File: src/rtl/plb_dac_wavegen_pkg.sv
// plb_dac_pkg: register map, mode encodings and field positions for the DAC waveform generator
package plb_dac_pkg;
  localparam int REG_CTRL = 0;
  localparam int REG_CONST = 1;
  localparam int REG_FIFO = 2;
  localparam int REG_STATUS = 3;
  localparam int REG_STEP = 4;
  typedef enum logic [1:0] {
    MODE_CONST = 2'b00,
    MODE_SAW = 2'b01,
    MODE_TRI = 2'b10,
    MODE_FIFO = 2'b11
  } mode_e;
  localparam int CTRL_EN = 0;
  localparam int CTRL_MODE = 1;
  localparam int CTRL_FMT = 3;
  localparam int CTRL_PWRDN = 4;
  localparam int CTRL_FCLR = 5;
  localparam int CTRL_DIV = 16;
  localparam int ST_EMPTY = 0;
  localparam int ST_FULL = 1;
  localparam int ST_UDF = 2;
  localparam int ST_OVF = 3;
  localparam int ST_LEVEL = 8;
  localparam logic [31:0] CTRL_RST = 32'h0000_0010;
  // FIFO_CLR is a strobe and never stored, so it is masked out with the unused bits
  localparam logic [31:0] CTRL_MASK = 32'hFFFF_001F;
  function automatic logic [31:0] be_merge(input logic [31:0] old, input logic [31:0] wd, input logic [3:0] be);
    for (int i = 0; i < 4; i++)
      if (be[i]) old[8*i +: 8] = wd[8*i +: 8];
    return old;
  endfunction
endpackage

File: src/rtl/plb_dac_wavegen_if.sv
// plb_dac_wavegen_if: IPIF register-slave bus between the PLB IPIF and the DAC user logic
interface plb_dac_wavegen_if #(parameter int C_NUM_REG = 6);
  logic [0:31] Bus2IP_Data;
  logic [0:3] Bus2IP_BE;
  logic [0:C_NUM_REG-1] Bus2IP_RdCE;
  logic [0:C_NUM_REG-1] Bus2IP_WrCE;
  logic [0:31] IP2Bus_Data;
  logic IP2Bus_RdAck;
  logic IP2Bus_WrAck;
  logic IP2Bus_Error;
  modport master (
    output Bus2IP_Data, Bus2IP_BE, Bus2IP_RdCE, Bus2IP_WrCE,
    input IP2Bus_Data, IP2Bus_RdAck, IP2Bus_WrAck, IP2Bus_Error
  );
  modport slave (
    input Bus2IP_Data, Bus2IP_BE, Bus2IP_RdCE, Bus2IP_WrCE,
    output IP2Bus_Data, IP2Bus_RdAck, IP2Bus_WrAck, IP2Bus_Error
  );
endinterface

File: src/rtl/plb_dac_wavegen_fifo.sv
// dac_sample_fifo: synchronous sample FIFO with clear, level and per-cycle overflow/underflow pulses
module dac_sample_fifo #(
  parameter int W = 10,
  parameter int DEPTH = 16,
  localparam int AW = $clog2(DEPTH)
) (
  input logic clk,
  input logic rst,
  input logic push,
  input logic pop,
  input logic clr,
  input logic [W-1:0] wdata,
  output logic [W-1:0] rdata,
  output logic full,
  output logic empty,
  output logic [AW:0] level,
  output logic ovf,
  output logic udf
);
  logic [W-1:0] mem [DEPTH];
  logic [AW-1:0] wp, rp;
  logic do_push, do_pop;
  assign empty = level == '0;
  assign full = level == (AW+1)'(DEPTH);
  assign do_pop = pop & ~empty;
  // a pop in the same cycle frees the slot, so a push into a full FIFO still lands
  assign do_push = push & (~full | do_pop);
  assign rdata = mem[rp];
  assign ovf = push & ~do_push & ~clr;
  assign udf = pop & empty;
  always_ff @(posedge clk)
    if (do_push && !clr) mem[wp] <= wdata;
  always_ff @(posedge clk) begin
    if (rst || clr) begin
      wp <= '0;
      rp <= '0;
      level <= '0;
    end else begin
      wp <= do_push ? wp + 1'b1 : wp;
      rp <= do_pop ? rp + 1'b1 : rp;
      level <= level + (AW+1)'(do_push) - (AW+1)'(do_pop);
    end
  end
endmodule

File: src/rtl/plb_dac_wavegen.sv
// plb_dac_wavegen: multi-channel PLB DAC waveform generator (const/saw/triangle/FIFO), round-robin onto one DAC bus
module plb_dac_wavegen import plb_dac_pkg::*; #(
  parameter int C_SLV_DWIDTH = 32,
  parameter int NUM_CH = 2,
  parameter int C_NUM_REG = 4 + NUM_CH,
  parameter int DAC_W = 10,
  parameter int PHASE_W = 16,
  parameter int FIFO_DEPTH = 16,
  localparam int CW = NUM_CH > 1 ? $clog2(NUM_CH) : 1,
  localparam int LW = $clog2(FIFO_DEPTH) + 1
) (
  input logic Bus2IP_Clk,
  input logic Bus2IP_Reset,
  plb_dac_wavegen_if.slave bus,
  output logic [0:DAC_W-1] IP2DAC_Data,
  output logic IP2DAC_DCLKIO,
  output logic [CW-1:0] IP2DAC_Chan,
  output logic [NUM_CH-1:0] IP2DAC_OpEn,
  output logic IP2DAC_PWRDN
);
  logic [31:0] wd, wd_be, ctrl, rd;
  logic [3:0] be;
  logic [DAC_W-1:0] cnst, head, smp, data;
  logic [PHASE_W-1:0] step [NUM_CH];
  logic [PHASE_W-1:0] phase [NUM_CH];
  logic [PHASE_W-1:0] ph_n;
  logic [15:0] div, d, h, cnt;
  logic [CW-1:0] slot;
  logic [LW-1:0] level;
  logic en, fmt, tick, fclr, push, pop, full, empty, ovf, udf, ovf_st, udf_st;
  mode_e mode;
  assign wd = bus.Bus2IP_Data;
  assign be = bus.Bus2IP_BE;
  assign wd_be = be_merge('0, wd, be);
  assign en = ctrl[CTRL_EN];
  assign mode = mode_e'(ctrl[CTRL_MODE +: 2]);
  assign fmt = ctrl[CTRL_FMT];
  assign div = ctrl[CTRL_DIV +: 16];
  assign d = div == '0 ? 16'd1 : div;
  assign h = 16'((17'(d) + 17'd1) >> 1);
  // >= rather than == so a DIV shrunk mid-period ticks at once instead of wrapping cnt
  assign tick = en && cnt >= d;
  assign fclr = bus.Bus2IP_WrCE[REG_CTRL] && be[0] && wd[CTRL_FCLR];
  assign push = bus.Bus2IP_WrCE[REG_FIFO];
  assign pop = tick && mode == MODE_FIFO;
  assign ph_n = phase[slot] + step[slot];
  dac_sample_fifo #(.W(DAC_W), .DEPTH(FIFO_DEPTH)) u_fifo (
    .clk(Bus2IP_Clk), .rst(Bus2IP_Reset), .push(push), .pop(pop), .clr(fclr),
    .wdata(wd_be[DAC_W-1:0]), .rdata(head), .full(full), .empty(empty),
    .level(level), .ovf(ovf), .udf(udf)
  );
  always_comb begin
    smp = mode == MODE_CONST ? cnst :
          mode == MODE_SAW ? ph_n[PHASE_W-1 -: DAC_W] :
          mode == MODE_TRI ? (ph_n[PHASE_W-1] ? ~ph_n[PHASE_W-2 -: DAC_W] : ph_n[PHASE_W-2 -: DAC_W]) : head;
    smp[DAC_W-1] = smp[DAC_W-1] ^ fmt;
  end
  always_ff @(posedge Bus2IP_Clk) begin
    if (Bus2IP_Reset) begin
      ctrl <= CTRL_RST;
      cnst <= '0;
      ovf_st <= 1'b0;
      udf_st <= 1'b0;
      for (int c = 0; c < NUM_CH; c++) step[c] <= '0;
    end else begin
      ctrl <= bus.Bus2IP_WrCE[REG_CTRL] ? be_merge(ctrl, wd, be) & CTRL_MASK : ctrl;
      cnst <= bus.Bus2IP_WrCE[REG_CONST] ? DAC_W'(be_merge(32'(cnst), wd, be)) : cnst;
      for (int k = REG_STEP; k < C_NUM_REG; k++)
        if (bus.Bus2IP_WrCE[k]) step[k-REG_STEP] <= PHASE_W'(be_merge(32'(step[k-REG_STEP]), wd, be));
      ovf_st <= ovf | (ovf_st & ~(bus.Bus2IP_WrCE[REG_STATUS] & be[0] & wd[ST_OVF]));
      udf_st <= udf | (udf_st & ~(bus.Bus2IP_WrCE[REG_STATUS] & be[0] & wd[ST_UDF]));
    end
  end
  always_ff @(posedge Bus2IP_Clk) begin
    if (Bus2IP_Reset || !en) begin
      cnt <= '0;
      slot <= '0;
      IP2DAC_Chan <= '0;
      data <= '0;
      IP2DAC_DCLKIO <= 1'b0;
      for (int c = 0; c < NUM_CH; c++) phase[c] <= '0;
    end else begin
      cnt <= tick ? '0 : cnt + 16'd1;
      IP2DAC_DCLKIO <= !tick && cnt + 16'd1 >= h;
      if (tick) begin
        IP2DAC_Chan <= slot;
        slot <= slot == CW'(NUM_CH - 1) ? '0 : slot + 1'b1;
        phase[slot] <= ph_n;
        // an empty FIFO leaves the previous sample on the bus
        if (!(pop && empty)) data <= smp;
      end
    end
  end
  always_comb begin
    rd = '0;
    rd |= bus.Bus2IP_RdCE[REG_CTRL] ? ctrl : '0;
    rd |= bus.Bus2IP_RdCE[REG_CONST] ? 32'(cnst) : '0;
    rd |= bus.Bus2IP_RdCE[REG_FIFO] ? 32'(level) : '0;
    rd |= bus.Bus2IP_RdCE[REG_STATUS] ? {16'd0, 8'(level), 4'd0, ovf_st, udf_st, full, empty} : '0;
    for (int k = REG_STEP; k < C_NUM_REG; k++)
      rd |= bus.Bus2IP_RdCE[k] ? 32'(step[k-REG_STEP]) : '0;
  end
  assign bus.IP2Bus_Data = rd;
  assign bus.IP2Bus_RdAck = |bus.Bus2IP_RdCE;
  assign bus.IP2Bus_WrAck = |bus.Bus2IP_WrCE;
  assign bus.IP2Bus_Error = 1'b0;
  assign IP2DAC_Data = data;
  assign IP2DAC_OpEn = {NUM_CH{en}};
  assign IP2DAC_PWRDN = ctrl[CTRL_PWRDN];
endmodule

File: src/flat_wrapper.sv
// flat-port wrapper written by rule: the top's interface ports become plain ports
module plb_dac_wavegen_flat import plb_dac_pkg::*;
#(
  parameter int C_SLV_DWIDTH = 32,
  parameter int NUM_CH = 2,
  parameter int C_NUM_REG = 4 + NUM_CH,
  parameter int DAC_W = 10,
  parameter int PHASE_W = 16,
  parameter int FIFO_DEPTH = 16,
  localparam int CW = NUM_CH > 1 ? $clog2(NUM_CH) : 1,
  localparam int LW = $clog2(FIFO_DEPTH) + 1
)
  (Bus2IP_Clk, Bus2IP_Reset, IP2DAC_Data, IP2DAC_DCLKIO, IP2DAC_Chan, IP2DAC_OpEn, IP2DAC_PWRDN, bus_Bus2IP_Data, bus_Bus2IP_BE, bus_Bus2IP_RdCE, bus_Bus2IP_WrCE, bus_IP2Bus_Data, bus_IP2Bus_RdAck, bus_IP2Bus_WrAck, bus_IP2Bus_Error);
  plb_dac_wavegen_if #(.C_NUM_REG(C_NUM_REG)) bus_i ();
  input logic Bus2IP_Clk;
  input logic Bus2IP_Reset;
  output logic [0:DAC_W-1] IP2DAC_Data;
  output logic IP2DAC_DCLKIO;
  output logic [CW-1:0] IP2DAC_Chan;
  output logic [NUM_CH-1:0] IP2DAC_OpEn;
  output logic IP2DAC_PWRDN;
  input wire logic [$bits(bus_i.Bus2IP_Data)-1:0] bus_Bus2IP_Data;
  input wire logic [$bits(bus_i.Bus2IP_BE)-1:0] bus_Bus2IP_BE;
  input wire logic [$bits(bus_i.Bus2IP_RdCE)-1:0] bus_Bus2IP_RdCE;
  input wire logic [$bits(bus_i.Bus2IP_WrCE)-1:0] bus_Bus2IP_WrCE;
  output wire logic [$bits(bus_i.IP2Bus_Data)-1:0] bus_IP2Bus_Data;
  output wire logic [$bits(bus_i.IP2Bus_RdAck)-1:0] bus_IP2Bus_RdAck;
  output wire logic [$bits(bus_i.IP2Bus_WrAck)-1:0] bus_IP2Bus_WrAck;
  output wire logic [$bits(bus_i.IP2Bus_Error)-1:0] bus_IP2Bus_Error;
  assign bus_i.Bus2IP_Data = bus_Bus2IP_Data;
  assign bus_i.Bus2IP_BE = bus_Bus2IP_BE;
  assign bus_i.Bus2IP_RdCE = bus_Bus2IP_RdCE;
  assign bus_i.Bus2IP_WrCE = bus_Bus2IP_WrCE;
  assign bus_IP2Bus_Data = bus_i.IP2Bus_Data;
  assign bus_IP2Bus_RdAck = bus_i.IP2Bus_RdAck;
  assign bus_IP2Bus_WrAck = bus_i.IP2Bus_WrAck;
  assign bus_IP2Bus_Error = bus_i.IP2Bus_Error;
  plb_dac_wavegen #(.C_SLV_DWIDTH(C_SLV_DWIDTH), .NUM_CH(NUM_CH), .C_NUM_REG(C_NUM_REG), .DAC_W(DAC_W), .PHASE_W(PHASE_W), .FIFO_DEPTH(FIFO_DEPTH)) u_core (.Bus2IP_Clk(Bus2IP_Clk), .Bus2IP_Reset(Bus2IP_Reset), .bus(bus_i), .IP2DAC_Data(IP2DAC_Data), .IP2DAC_DCLKIO(IP2DAC_DCLKIO), .IP2DAC_Chan(IP2DAC_Chan), .IP2DAC_OpEn(IP2DAC_OpEn), .IP2DAC_PWRDN(IP2DAC_PWRDN));
endmodule
File: config.mk
export PLATFORM = sky130hd
export DESIGN_NAME = plb_dac_wavegen_flat
export DESIGN_NICKNAME = d
export VERILOG_FILES = /design/src/rtl/plb_dac_wavegen_pkg.sv /design/src/rtl/plb_dac_wavegen_if.sv /design/src/rtl/plb_dac_wavegen_fifo.sv /design/src/rtl/plb_dac_wavegen.sv /design/src/flat_wrapper.sv
export SDC_FILE = /design/constraint.sdc
export NUM_CORES = 1
export LEC_CHECK = 0
export CORE_MARGIN = 3
export CORE_UTILIZATION = 45
export DETAILED_ROUTE_END_ITERATION = 8
export PLACE_DENSITY = 0.73
export SYNTH_ARGS = -nofsm -noshare
export SYNTH_HDL_FRONTEND = slang
export SYNTH_SLANG_ARGS = --single-unit
File: constraint.sdc
create_clock -name Bus2IP_Clk -period 4 [get_ports Bus2IP_Clk]
set_input_delay 0.8 -clock Bus2IP_Clk [delete_from_list [all_inputs] [get_ports Bus2IP_Clk]]
set_output_delay 0.8 -clock Bus2IP_Clk [all_outputs]
set_load 0.01 [all_outputs]
==> impl_metrics.xml, run 1 <==
<?xml version="1.0" encoding="UTF-8"?>
<metrics>
  <group name="outcome">
    <metric name="run_status" unit="">completed</metric>
  </group>
  <group name="worst_setup_path">
    <metric name="critPathTopFamily" unit="">simple AND/OR/NAND/NOR gates</metric>
    <metric name="crit_chain" unit="">nor4_2, nand4_1, nand2b_1, ha_1, nand2b_1, a21o_1, a21oi_1, o21ai_1, a211oi_2, buf_4, nor4_4, nor2b_2, ha_1, inv_1, ha_2, fa_2, a21oi_2, nor2_1, or3_1, a21oi_2</metric>
    <metric name="timing.critical_path.buf_inv" unit="">2</metric>
    <metric name="critical_path_class" unit="">flip-flop to flip-flop</metric>
    <metric name="worst_setup_path_start_kind" unit="">flip-flop</metric>
    <metric name="critPathCaptureType" unit="">flip-flop</metric>
    <metric name="arrival" unit="ns">4.33</metric>
    <metric name="slowest_delay" unit="ns">0.37</metric>
    <metric name="cp_slowest_cell" unit="">sky130_fd_sc_hd__fa_2</metric>
    <metric name="critical_path_required" unit="ns">4.50</metric>
    <metric name="crit_path_max_fanout" unit="">4</metric>
  </group>
  <group name="floorplanning">
    <metric name="die_width" unit="um">186</metric>
    <metric name="initial_util" unit="%">45.9</metric>
    <metric name="core_area" unit="um2">31600</metric>
    <metric name="rows" unit="">65</metric>
    <metric name="die-height" unit="um">186</metric>
    <metric name="ios" unit="">100</metric>
    <metric name="die_area" unit="um2">34400</metric>
  </group>
  <group name="routing">
    <metric name="avgViaCountPerCell" unit="">5.63</metric>
    <metric name="totalWireLength" unit="um">34500</metric>
    <metric name="detailedRoute.firstPassIterationCount" unit="">6</metric>
    <metric name="remaining_number_of_nets_flagged_by_the_antenna_check_after_routing" unit="">0</metric>
    <metric name="drt_drc_violations_left" unit="">0</metric>
    <metric name="post_drt_wl_per_cell" unit="um">20.3</metric>
    <metric name="detail_route.iter0.violations" unit="">688</metric>
    <metric name="dr_total_vias" unit="">9563</metric>
  </group>
  <group name="global_routing">
    <metric name="gr_layer_usage_met1" unit="%">25.5</metric>
    <metric name="number_of_global_route_vias_before_repair" unit="">9670</metric>
    <metric name="met2_track_utilization_from_global_routing" unit="%">34.2</metric>
    <metric name="grtUsageMet3" unit="%">3.65</metric>
    <metric name="number_of_antenna_violations_at_the_first_check_in_global_routing" unit="">2</metric>
    <metric name="grt_use_total" unit="%">19.9</metric>
    <metric name="wire_length_of_the_first_global_routing_pass" unit="um">53600</metric>
    <metric name="grt_start_max_net_pins" unit="">40</metric>
    <metric name="grt_most_used_layer" unit="">met2</metric>
    <metric name="gr-total-overflow" unit="">0</metric>
  </group>
  <group name="placed_design">
    <metric name="port_buffers" unit="">98</metric>
    <metric name="dp_cells" unit="">1638</metric>
    <metric name="gp_congestion" unit="">0.907</metric>
    <metric name="pre_cts_slack" unit="ns">-0.253</metric>
    <metric name="sum_of_net_half_perimeters_after_detailed_placement" unit="um">24800</metric>
  </group>
  <group name="clock_network">
    <metric name="clk_lat_worst_skew" unit="ns">0.57</metric>
    <metric name="clock-sinks" unit="">304</metric>
    <metric name="ctsHoldBuffers" unit="">0</metric>
    <metric name="cts.htree.levels" unit="">1</metric>
    <metric name="clk_path_buf_depth" unit="">3</metric>
    <metric name="cts_tree" unit="">yes</metric>
    <metric name="cts_root_buffer" unit="">sky130_fd_sc_hd__clkbuf_16</metric>
    <metric name="worst_setup_hold_path_clk_slew" unit="ns">0.06</metric>
    <metric name="cts-buffers-inserted" unit="">31</metric>
  </group>
  <group name="synth">
    <metric name="ys_top_cells_by_count" unit="">sky130_fd_sc_hd__edfxtp_1 (224), sky130_fd_sc_hd__nand2_1 (81), sky130_fd_sc_hd__dfxtp_1 (80)</metric>
    <metric name="synth_area_leader_cell" unit="">sky130_fd_sc_hd__edfxtp_1</metric>
    <metric name="netlist_top_cells_area" unit="">sky130_fd_sc_hd__edfxtp_1 (46%), sky130_fd_sc_hd__dfxtp_1 (11%), sky130_fd_sc_hd__mux4_2 (7.8%)</metric>
    <metric name="synth.most_common_cell" unit="">sky130_fd_sc_hd__edfxtp_1</metric>
    <metric name="synth_area" unit="um2">14500</metric>
    <metric name="synth.net_count" unit="">1244</metric>
    <metric name="synth_top_flop_cell" unit="">sky130_fd_sc_hd__edfxtp_1</metric>
    <metric name="post_synth_inst_count" unit="">1133</metric>
    <metric name="post_synth_num_cell_types" unit="">61</metric>
    <metric name="yosys_warnings" unit="">0</metric>
    <metric name="syn_avg_cell_area" unit="um2">12.8</metric>
    <metric name="share_of_the_yosys_chip_area_belonging_to_registers" unit="%">57.4</metric>
    <metric name="postSynth.asyncResetShare" unit="%">0</metric>
    <metric name="synth_seq_cells" unit="">304</metric>
    <metric name="netlist.area_leader.share" unit="%">46.3</metric>
    <metric name="synth_enable_flop_cells" unit="">224</metric>
  </group>
  <group name="timing">
    <metric name="timing.fmax" unit="MHz">261</metric>
    <metric name="timing.final.crit_period" unit="ns">3.83</metric>
    <metric name="worst_slew_pin_slew" unit="ns">0.920</metric>
    <metric name="finalWorstSetupSlack" unit="ns">0.167</metric>
    <metric name="number_of_pins_exceeding_their_max_slew_limit_in_the_final_report" unit="">0</metric>
    <metric name="grt_setup_unrepaired" unit="">false</metric>
    <metric name="final-setup-viol-count" unit="">0</metric>
    <metric name="slew_headroom" unit="%">38.6</metric>
    <metric name="final_cycle_share" unit="%">95.8</metric>
    <metric name="fin_skew" unit="ns">0.0114</metric>
    <metric name="hold_violations" unit="">0</metric>
  </group>
  <group name="power_and_ir_drop">
    <metric name="power-per-cell-area" unit="nW/um2">425</metric>
    <metric name="leakagePower" unit="nW">6.35</metric>
    <metric name="ir_worst_vdd" unit="mV">0.326</metric>
  </group>
  <group name="finish">
    <metric name="nets" unit="">1382</metric>
    <metric name="drive_above_1_share" unit="%">16.5</metric>
    <metric name="post_layout_nonfiller_instances" unit="">1700</metric>
    <metric name="area_delta_synth_final" unit="%">20.9</metric>
    <metric name="finalCoreUtilization" unit="%">55.5</metric>
  </group>
  <group name="min_path">
    <metric name="worst_hold_class" unit="">flip-flop to flip-flop</metric>
  </group>
  <group name="flow_run">
    <metric name="drv.max_cap_violation_count" unit="">0</metric>
  </group>
</metrics>
==> power by group <==
| group | switching [mW] | total (mW) | internal (mW) |
|---|---|---|---|
| sequential | 0.0750 | 3.57 | 3.50 |
| combinational | 0.517 | 0.950 | 0.433 |
| clock | 1.19 | 2.95 | 1.75 |
| total | 1.78 | 7.47 | 5.68 |
==> flip-flops by register name (all words and copies together), names as in the netlist, named ones only <==
register and cells:
u_core.u_fifo.wp 4, u_core.slot 1, u_core.IP2DAC_DCLKIO 1, u_core.step 32, u_core.u_fifo.rp 4, u_core.udf_st 1
u_core.u_fifo.mem 160, u_core.ctrl 21, u_core.phase 32, u_core.cnt 16, u_core.cnst 10, u_core.IP2DAC_Data 10
u_core.ovf_st 1, u_core.IP2DAC_Chan 1, u_core.u_fifo.level 5
==> cell families (layout without fill, tap and decap cells) <==
logic type | after synthesis | in the layout | share of synthesized area (%)
AOI/OAI and AO/OA | 171 | 171 | 8.07
xor gates and xnor gates | 63 | 63 | 3.98
adders and majority gates | 61 | 61 | 5.36
buffers and inverters | 100 | 263 | 2.91
DFF | 304 | 304 | 57.4
muxes | 86 | 86 | 10.5
other | 1 | 3 | 0.0258
and+or+nand+nor | 347 | 347 | 11.8
==> layout by cell type, fill, tap and decap left out, drive strengths merged, types with 6 or more instances in the layout <==
| cell | netlist | routed |
|---|---|---|
| o211ai | 9 | 9 |
| o21ai | 18 | 18 |
| nand3 | 56 | 56 |
| nand2 | 81 | 81 |
| edfxtp | 224 | 224 |
| a21oi | 63 | 63 |
| a21o | 17 | 17 |
| a22oi | 13 | 13 |
| and3 | 17 | 17 |
| mux4 | 50 | 50 |
| ha | 59 | 59 |
| a211oi | 7 | 7 |
| mux2 | 29 | 29 |
| and2 | 56 | 56 |
| nand2b | 6 | 6 |
| clkbuf | 35 | 40 |
| mux2i | 7 | 7 |
| o2111ai | 7 | 7 |
| xor2 | 23 | 23 |
| a222oi | 9 | 9 |
| buf | 21 | 63 |
| inv | 44 | 45 |
| nor2 | 79 | 79 |
| clkdlybuf4s50 | 0 | 98 |
| clkinv | 0 | 11 |
| dfxtp | 80 | 80 |
| nand4 | 7 | 7 |
| nor4 | 9 | 9 |
| xnor2 | 40 | 40 |
| o21a | 6 | 6 |
| nor2b | 18 | 18 |
==> cell type report <==
cell class              count  area, um2
diodes                      2       5.00
clock buffers              40        810
clock inverters            18        229
fillers                  2512      14100
inverters                  44        165
multi-input cells         729       5830
flip-flops and latches    304       8330
well taps                 402        503
repair buffers            161       1680
==> worst paths after layout <==
check | slack [ns] | to | startpoint | cells after the start
worst max-delay path | 0.17 | u_core.u_fifo.level[4] | u_core.ctrl[29] | 20
worst min register to register | 0.47 | u_core.IP2DAC_Chan | u_core.IP2DAC_Chan | 2
worst max register to register | 0.17 | u_core.u_fifo.level[4] | u_core.ctrl[29] | 20
worst min-delay path | 0.47 | u_core.IP2DAC_Chan | u_core.IP2DAC_Chan | 2
==> worst register-to-register path, cell delays in order (launching register included) <==
cell and delay, ns:
sky130_fd_sc_hd__dfxtp_1 0.32, sky130_fd_sc_hd__nor4_2 0.30, sky130_fd_sc_hd__nand4_1 0.15, sky130_fd_sc_hd__nand2b_1 0.10, sky130_fd_sc_hd__ha_1 0.21, sky130_fd_sc_hd__nand2b_1 0.14
sky130_fd_sc_hd__a21o_1 0.17, sky130_fd_sc_hd__a21oi_1 0.14, sky130_fd_sc_hd__o21ai_1 0.09, sky130_fd_sc_hd__a211oi_2 0.18, sky130_fd_sc_hd__buf_4 0.16, sky130_fd_sc_hd__nor4_4 0.05
sky130_fd_sc_hd__nor2b_2 0.19, sky130_fd_sc_hd__ha_1 0.30, sky130_fd_sc_hd__inv_1 0.04, sky130_fd_sc_hd__ha_2 0.17, sky130_fd_sc_hd__fa_2 0.37, sky130_fd_sc_hd__a21oi_2 0.15
sky130_fd_sc_hd__nor2_1 0.06, sky130_fd_sc_hd__or3_1 0.36, sky130_fd_sc_hd__a21oi_2 0.12
==> per-stage QoR <==
stage / instance area, um2 / hold slack [ns] / power (mW) / TNS [ns]
2_1_floorplan: 14500 / 0.432 / 4.16 / 0
3_3_place_gp: 16400 / 0.457 / 4.53 / -0.144
3_5_place_dp: 16400 / 0.465 / 4.55 / -0.253
4_1_cts: 17500 / 0.474 / 7.50 / 0
5_1_grt: 17600 / 0.496 / 7.74 / 0
6_report: 17600 / 0.468 / 7.47 / 0
==> metal layers <==
layer	vias to the layer above	routed length (um)
li1	4493	-
met1	4689	14000
met2	316	17300
met3	65	2140
met4	0	1080
met5	-	0
==> repair_timing <==
item | CTS | global route
pin swaps | 9 | 7
setup endpoints to repair | 1 | 1
setup buffers | 3 | 1
hold endpoints to repair | 0 | 0
resized for setup | 10 | 6
(Power assumes the default switching activity.)
==> run 2, diff against run 1 <==
Settings changed: ABC_CLOCK_PERIOD_IN_PS set to 4000, CORE_UTILIZATION 45 to 54, CTS_CLUSTER_SIZE set to 20, PLACE_DENSITY 0.73 to 0.84.
==> impl_metrics.xml, run 2 (synthesis results as in run 1) <==
<?xml version="1.0" encoding="UTF-8"?>
<metrics>
  <group name="outcome">
    <metric name="run_status" unit="">completed</metric>
  </group>
  <group name="worst_setup_path">
    <metric name="launch_point_of_the_worst_reg_to_reg_path" unit="">u_core.ctrl[25]</metric>
    <metric name="critical_path_required" unit="ns">4.49</metric>
    <metric name="critical_path_class" unit="">flip-flop to flip-flop</metric>
    <metric name="slowest_delay" unit="ns">0.46</metric>
    <metric name="crit_path_max_fanout" unit="">4</metric>
    <metric name="worst_setup_path_start_kind" unit="">flip-flop</metric>
    <metric name="crit_chain" unit="">nor4_4, nand4_1, nand2b_1, ha_1, nand2b_1, a21o_1, a21oi_2, o21ai_2, a211oi_4, nor4_4, o21a_1, inv_1, ha_1, inv_1, ha_4, fa_2, a21oi_2, nor2_1, or3_1, a21oi_1</metric>
    <metric name="critPathTopFamily" unit="">simple AND/OR/NAND/NOR gates</metric>
    <metric name="critPathCaptureType" unit="">flip-flop</metric>
    <metric name="arrival" unit="ns">4.47</metric>
    <metric name="timing.critical_path.buf_inv" unit="">2</metric>
    <metric name="cp_slowest_cell" unit="">sky130_fd_sc_hd__nor4_4</metric>
    <metric name="critical_path.startpoint" unit="">u_core.ctrl[25]</metric>
  </group>
  <group name="clock_network">
    <metric name="cts.htree.levels" unit="">1</metric>
    <metric name="ctsHoldBuffers" unit="">0</metric>
    <metric name="clk_lat_worst_skew" unit="ns">0.56</metric>
    <metric name="clk_path_buf_depth" unit="">3</metric>
    <metric name="clock-sinks" unit="">304</metric>
    <metric name="cts_root_buffer" unit="">sky130_fd_sc_hd__clkbuf_16</metric>
    <metric name="cts_tree" unit="">yes</metric>
    <metric name="cts-buffers-inserted" unit="">30</metric>
    <metric name="worst_setup_hold_path_clk_slew" unit="ns">0.06</metric>
  </group>
  <group name="finish">
    <metric name="post_layout_inst_area" unit="um2">17600</metric>
    <metric name="number_of_flip_flops_in_the_largest_register" unit="">160</metric>
    <metric name="layout_commonest_cell" unit="">sky130_fd_sc_hd__edfxtp_1</metric>
    <metric name="drive_above_1_share" unit="%">17.7</metric>
    <metric name="nets" unit="">1390</metric>
    <metric name="mostFrequentLayoutCells" unit="">sky130_fd_sc_hd__edfxtp_1 (224), sky130_fd_sc_hd__clkdlybuf4s50_1 (98), sky130_fd_sc_hd__nand2_1 (80)</metric>
    <metric name="largest_register" unit="">u_core.u_fifo.mem</metric>
    <metric name="area_delta_synth_final" unit="%">21.4</metric>
    <metric name="leading_registers_by_flop_count" unit="">u_core.u_fifo.mem (160), u_core.phase (32), u_core.step (32)</metric>
  </group>
  <group name="power_and_ir_drop">
    <metric name="ir_worst_vdd" unit="mV">0.396</metric>
    <metric name="internal_cell_power" unit="mW">5.77</metric>
    <metric name="clkPwrFrac" unit="%">39.5</metric>
    <metric name="power-per-cell-area" unit="nW/um2">430</metric>
    <metric name="comb_power_share" unit="%">13.3</metric>
    <metric name="p_sw_share" unit="%">23.9</metric>
    <metric name="power_frac_seq" unit="%">47.2</metric>
    <metric name="leakagePower" unit="nW">6.42</metric>
    <metric name="power_switching" unit="mW">1.81</metric>
  </group>
  <group name="global_routing">
    <metric name="gr-total-overflow" unit="">0</metric>
    <metric name="wire_length_of_the_first_global_routing_pass" unit="um">57000</metric>
    <metric name="number_of_antenna_violations_at_the_first_check_in_global_routing" unit="">2</metric>
    <metric name="grt_start_max_net_pins" unit="">42</metric>
    <metric name="grt_use_total" unit="%">25.5</metric>
    <metric name="number_of_global_route_vias_before_repair" unit="">10100</metric>
  </group>
  <group name="routing">
    <metric name="dr_total_vias" unit="">9859</metric>
    <metric name="post_drt_wl_per_cell" unit="um">22.5</metric>
    <metric name="detailedRoute.firstPassIterationCount" unit="">6</metric>
    <metric name="detail_route.iter0.violations" unit="">1140</metric>
    <metric name="remaining_number_of_nets_flagged_by_the_antenna_check_after_routing" unit="">0</metric>
    <metric name="totalWireLength" unit="um">36900</metric>
    <metric name="avgViaCountPerCell" unit="">6.01</metric>
    <metric name="drt_drc_violations_left" unit="">0</metric>
  </group>
  <group name="timing">
    <metric name="final_cycle_share" unit="%">99.3</metric>
    <metric name="totalNegativeSetupSlack" unit="ns">0</metric>
    <metric name="slew_headroom" unit="%">41.1</metric>
    <metric name="final-setup-viol-count" unit="">0</metric>
    <metric name="timing.fmax" unit="MHz">252</metric>
    <metric name="grt_setup_unrepaired" unit="">true</metric>
    <metric name="hold_violations" unit="">0</metric>
    <metric name="timing.final.crit_period" unit="ns">3.97</metric>
    <metric name="number_of_pins_exceeding_their_max_slew_limit_in_the_final_report" unit="">0</metric>
    <metric name="worst_slew_pin_slew" unit="ns">0.882</metric>
    <metric name="fin_skew" unit="ns">0.00898</metric>
  </group>
  <group name="floorplanning">
    <metric name="core_area" unit="um2">26200</metric>
    <metric name="die_area" unit="um2">28900</metric>
    <metric name="initial_util" unit="%">55.4</metric>
    <metric name="ios" unit="">100</metric>
    <metric name="die_width" unit="um">170</metric>
    <metric name="die-height" unit="um">170</metric>
    <metric name="rows" unit="">59</metric>
  </group>
  <group name="min_path">
    <metric name="start_point_of_the_worst_min_delay_path" unit="">u_core.IP2DAC_Chan</metric>
    <metric name="worst_hold_class" unit="">flip-flop to flip-flop</metric>
  </group>
  <group name="placed_design">
    <metric name="gp_congestion" unit="">0.895</metric>
    <metric name="sum_of_net_half_perimeters_after_detailed_placement" unit="um">25400</metric>
    <metric name="placedInstanceArea" unit="um2">16300</metric>
    <metric name="port_buffers" unit="">98</metric>
  </group>
  <group name="flow_run">
    <metric name="drv.max_cap_violation_count" unit="">0</metric>
  </group>
</metrics>
## run 2: cell types whose count changed in the layout (fill, tap and decap cells not counted), moves of 2 or more
cell                       change
sky130_fd_sc_hd__clkbuf_1      -2
sky130_fd_sc_hd__buf_4        +10
sky130_fd_sc_hd__o21ai_0       -2
sky130_fd_sc_hd__clkbuf_8      +4
sky130_fd_sc_hd__ha_4          +2
sky130_fd_sc_hd__clkinv_2      -3
## run 2: final cells by class
cell class              instances  area, um2
diodes                          2       5.00
clock buffers                  42        857
clock inverters                14        206
fillers                      1754       8590
inverters                      44        165
multi-input cells             729       5900
flip-flops and latches        304       8330
well taps                     335        419
repair buffers                170       1730
## run 2: routing by layer
layer  up-vias  GRT usage [%]  wire length, um
li1       4500              -                -
met1      4855           32.6            14600
met2       391           43.3            18500
met3       113           4.04             2100
met4         0           11.2             1710
met5         -              0                0
## run 2: worst reg2reg max path: stages (launching register included)
cell,delay [ns]
sky130_fd_sc_hd__dfxtp_2,0.33
sky130_fd_sc_hd__nor4_4,0.30
sky130_fd_sc_hd__nand4_1,0.19
sky130_fd_sc_hd__nand2b_1,0.13
sky130_fd_sc_hd__ha_1,0.12
sky130_fd_sc_hd__nand2b_1,0.10
sky130_fd_sc_hd__a21o_1,0.15
sky130_fd_sc_hd__a21oi_2,0.08
sky130_fd_sc_hd__o21ai_2,0.16
sky130_fd_sc_hd__a211oi_4,0.10
sky130_fd_sc_hd__nor4_4,0.46
sky130_fd_sc_hd__o21a_1,0.20
sky130_fd_sc_hd__inv_1,0.06
sky130_fd_sc_hd__ha_1,0.27
sky130_fd_sc_hd__inv_1,0.06
sky130_fd_sc_hd__ha_4,0.16
sky130_fd_sc_hd__fa_2,0.37
sky130_fd_sc_hd__a21oi_2,0.13
sky130_fd_sc_hd__nor2_1,0.05
sky130_fd_sc_hd__or3_1,0.35
sky130_fd_sc_hd__a21oi_1,0.13
## run 2: path summary, 6_finish.rpt
path	to	slack, ns	depth (start not counted)
worst min register to register	u_core.IP2DAC_Chan	0.48	2
worst max-delay path	u_core.u_fifo.level[4]	0.03	20
worst max register to register	u_core.u_fifo.level[4]	0.03	20
worst min-delay path	u_core.IP2DAC_Chan	0.48	2
## run 2: power groups by stage
stage / registers (mW) / logic [mW] / clock network [mW]
2_1_floorplan: 3.61 / 0.553 / 0
3_3_place_gp: 3.63 / 0.894 / 0
3_5_place_dp: 3.63 / 0.921 / 0
4_1_cts: 3.57 / 0.963 / 3.02
5_1_grt: 3.58 / 1.09 / 3.15
6_report: 3.58 / 1.01 / 2.99
## run 2: timing repair
item                                    in CTS  in global routing
endpoints found under the setup margin       1                  4
resized for setup                            7                 23
pin swaps                                    3                 20
buffers inserted                            10                  1
endpoints found under the hold margin        0                  0
## run 2: stage by stage
step	power [mW]	hold slack [ns]	instances	util [%]	setup WS, ns
2_1_floorplan	4.16	0.432	1133	-	0.116
3_3_place_gp	4.52	0.457	1573	62.4	-0.0487
3_5_place_dp	4.56	0.477	1573	62.4	-0.102
4_1_cts	7.55	0.485	1639	66.8	0.00573
5_1_grt	7.82	0.507	1640	67.2	-0.124
6_report	7.58	0.482	1640	67.2	0.0269
==> run 3, diff against run 2 <==
Settings changed: CORE_UTILIZATION 54 to 58, DONT_BUFFER_PORTS set to 1, PLACE_DENSITY 0.84 to 0.83.
==> impl_metrics.xml, run 3 (synthesis results as in run 1) <==
<?xml version="1.0" encoding="UTF-8"?>
<metrics>
  <group name="global_routing">
    <metric name="grt_start_max_net_pins" unit="">43</metric>
    <metric name="number_of_antenna_violations_at_the_first_check_in_global_routing" unit="">0</metric>
    <metric name="wire_length_of_the_first_global_routing_pass" unit="um">51800</metric>
    <metric name="grt_use_total" unit="%">25.0</metric>
    <metric name="number_of_global_route_vias_before_repair" unit="">9246</metric>
    <metric name="gr-total-overflow" unit="">0</metric>
  </group>
  <group name="timing">
    <metric name="timing.final.crit_period" unit="ns">3.90</metric>
    <metric name="final_cycle_share" unit="%">97.4</metric>
    <metric name="fin_skew" unit="ns">0.00986</metric>
    <metric name="slew_headroom" unit="%">34.0</metric>
    <metric name="totalNegativeSetupSlack" unit="ns">0</metric>
    <metric name="timing.fmax" unit="MHz">257</metric>
    <metric name="final-setup-viol-count" unit="">0</metric>
    <metric name="number_of_pins_exceeding_their_max_slew_limit_in_the_final_report" unit="">0</metric>
    <metric name="finalWorstSetupSlack" unit="ns">0.104</metric>
    <metric name="worst_slew_pin_slew" unit="ns">0.987</metric>
    <metric name="hold_violations" unit="">0</metric>
    <metric name="finalHoldWorstSlack" unit="ns">0.326</metric>
  </group>
  <group name="outcome">
    <metric name="run_status" unit="">completed</metric>
  </group>
  <group name="clock_network">
    <metric name="clk_lat_worst_skew" unit="ns">0.56</metric>
    <metric name="cts.htree.levels" unit="">1</metric>
    <metric name="cts_tree" unit="">yes</metric>
    <metric name="cts_root_buffer" unit="">sky130_fd_sc_hd__clkbuf_16</metric>
    <metric name="cts-buffers-inserted" unit="">30</metric>
    <metric name="worst_setup_hold_path_clk_slew" unit="ns">0.06</metric>
    <metric name="ctsHoldBuffers" unit="">0</metric>
    <metric name="clock-sinks" unit="">304</metric>
    <metric name="clk_path_buf_depth" unit="">3</metric>
  </group>
  <group name="routing">
    <metric name="detail_route.iter0.violations" unit="">1266</metric>
    <metric name="remaining_number_of_nets_flagged_by_the_antenna_check_after_routing" unit="">0</metric>
    <metric name="post_drt_wl_per_cell" unit="um">22.4</metric>
    <metric name="avgViaCountPerCell" unit="">6.23</metric>
    <metric name="totalWireLength" unit="um">34000</metric>
    <metric name="dr_total_vias" unit="">9469</metric>
    <metric name="detailedRoute.firstPassIterationCount" unit="">6</metric>
    <metric name="drt_drc_violations_left" unit="">0</metric>
  </group>
  <group name="worst_setup_path">
    <metric name="critPathCaptureType" unit="">flip-flop</metric>
    <metric name="cp_slowest_cell" unit="">sky130_fd_sc_hd__fa_2</metric>
    <metric name="critical_path_class" unit="">flip-flop to flip-flop</metric>
    <metric name="critPathTopFamily" unit="">simple AND/OR/NAND/NOR gates</metric>
    <metric name="arrival" unit="ns">4.39</metric>
    <metric name="path_common_cell" unit="">sky130_fd_sc_hd__a21oi_2</metric>
    <metric name="slowest_delay" unit="ns">0.37</metric>
    <metric name="crit_path_max_fanout" unit="">4</metric>
    <metric name="crit_chain" unit="">nor4_2, nand4_1, nand2b_1, ha_1, nand2b_1, a21o_1, a21oi_2, o21ai_1, a211oi_2, nor4_2, nor2b_2, ha_1, inv_1, ha_2, fa_2, a21oi_2, nor2_1, or3_4, a21oi_2</metric>
    <metric name="critical_path_required" unit="ns">4.49</metric>
    <metric name="worst_setup_path_start_kind" unit="">flip-flop</metric>
    <metric name="timing.critical_path.buf_inv" unit="">1</metric>
  </group>
  <group name="finish">
    <metric name="number_of_flip_flops_in_the_largest_register" unit="">160</metric>
    <metric name="post_layout_inst_area" unit="um2">16200</metric>
    <metric name="leading_registers_by_flop_count" unit="">u_core.u_fifo.mem (160), u_core.phase (32), u_core.step (32)</metric>
    <metric name="area_delta_synth_final" unit="%">11.3</metric>
    <metric name="layout_commonest_cell" unit="">sky130_fd_sc_hd__edfxtp_1</metric>
    <metric name="post_layout_nonfiller_instances" unit="">1519</metric>
    <metric name="mostFrequentLayoutCells" unit="">sky130_fd_sc_hd__edfxtp_1 (224), sky130_fd_sc_hd__nand2_1 (81), sky130_fd_sc_hd__nor2_1 (79), sky130_fd_sc_hd__dfxtp_1 (79)</metric>
    <metric name="finalCoreUtilization" unit="%">66.0</metric>
    <metric name="drive_above_1_share" unit="%">17.5</metric>
    <metric name="nets" unit="">1280</metric>
    <metric name="largest_register" unit="">u_core.u_fifo.mem</metric>
  </group>
  <group name="placed_design">
    <metric name="dp_cells" unit="">1459</metric>
    <metric name="placedInstanceArea" unit="um2">15100</metric>
    <metric name="port_buffers" unit="">0</metric>
    <metric name="sum_of_net_half_perimeters_after_detailed_placement" unit="um">23900</metric>
    <metric name="gp_congestion" unit="">0.893</metric>
    <metric name="pre_cts_slack" unit="ns">-0.115</metric>
  </group>
  <group name="floorplanning">
    <metric name="die_width" unit="um">164</metric>
    <metric name="ios" unit="">100</metric>
    <metric name="initial_util" unit="%">59.3</metric>
    <metric name="rows" unit="">57</metric>
    <metric name="die_area" unit="um2">27000</metric>
    <metric name="die-height" unit="um">164</metric>
    <metric name="core_area" unit="um2">24500</metric>
  </group>
  <group name="power_and_ir_drop">
    <metric name="power-per-cell-area" unit="nW/um2">437</metric>
    <metric name="finalPower" unit="mW">7.05</metric>
    <metric name="leakagePower" unit="nW">5.87</metric>
    <metric name="ir_worst_vdd" unit="mV">0.415</metric>
  </group>
  <group name="min_path">
    <metric name="worst_hold_class" unit="">input port to flip-flop</metric>
  </group>
  <group name="flow_run">
    <metric name="drv.max_cap_violation_count" unit="">0</metric>
  </group>
</metrics>
run 3: changes by cell type in the layout (fill, tap and decap cells not counted), sizes merged:
cell / change
bufinv: -3
clkinv: +3
clkinvlp: +1
clkdlybuf4s50: -98
clkbuf: -1
buf: -12
run 3: power by group:
group          leakage, nW  switching, mW  total, mW  internal (mW)
Sequential            2.83         0.0752       3.57           3.50
Clock                0.460           1.14       2.69           1.55
Combinational         2.58          0.464      0.788          0.325
run 3: worst paths after layout:
| kind | startpoint | to | slack, ns | cells after the start |
|---|---|---|---|---|
| hold reg to reg | u_core.udf_st | u_core.udf_st | 0.47 | 2 |
| setup reg to reg | u_core.ctrl[21] | u_core.u_fifo.level[4] | 0.10 | 19 |
| setup / recovery | u_core.ctrl[21] | u_core.u_fifo.level[4] | 0.10 | 19 |
| hold / removal | Bus2IP_Reset | u_core.ctrl[1] | 0.33 | 1 |
run 3: cell type report:
type                            count  area [um2]
Timing Repair Buffer               60         463
Fill cell                        1720        8310
Inverter                           44         165
Clock inverter                     15         144
Clock buffer                       41         812
Multi-Input combinational cell    729        5830
Tap cell                          324         405
Sequential cell                   304        8330
Antenna cell                        2        5.00
run 3: worst register-to-register path: stages, from the launching register on:
cell                       delay, ns
sky130_fd_sc_hd__dfxtp_1        0.33
sky130_fd_sc_hd__nor4_2         0.32
sky130_fd_sc_hd__nand4_1        0.15
sky130_fd_sc_hd__nand2b_1       0.10
sky130_fd_sc_hd__ha_1           0.22
sky130_fd_sc_hd__nand2b_1       0.14
sky130_fd_sc_hd__a21o_1         0.19
sky130_fd_sc_hd__a21oi_2        0.15
sky130_fd_sc_hd__o21ai_1        0.10
sky130_fd_sc_hd__a211oi_2       0.29
sky130_fd_sc_hd__nor4_2         0.09
sky130_fd_sc_hd__nor2b_2        0.18
sky130_fd_sc_hd__ha_1           0.29
sky130_fd_sc_hd__inv_1          0.04
sky130_fd_sc_hd__ha_2           0.18
sky130_fd_sc_hd__fa_2           0.37
sky130_fd_sc_hd__a21oi_2        0.12
sky130_fd_sc_hd__nor2_1         0.07
sky130_fd_sc_hd__or3_4          0.37
sky130_fd_sc_hd__a21oi_2        0.13
run 3: what timing repair did:
| item | CTS | global route |
|---|---|---|
| resized for setup | 3 | 12 |
| gates cloned | 0 | 0 |
| setup endpoints to repair | 1 | 1 |
| pin swaps | 0 | 4 |
| setup buffers | 0 | 2 |
run 3: layer usage:
layer | share of wire, % | global-route usage (%)
met1 | 39 | 32.9
met2 | 49 | 42.0
met3 | 7.8 | 4.74
met4 | 3.5 | 8.65
met5 | 0 | 0
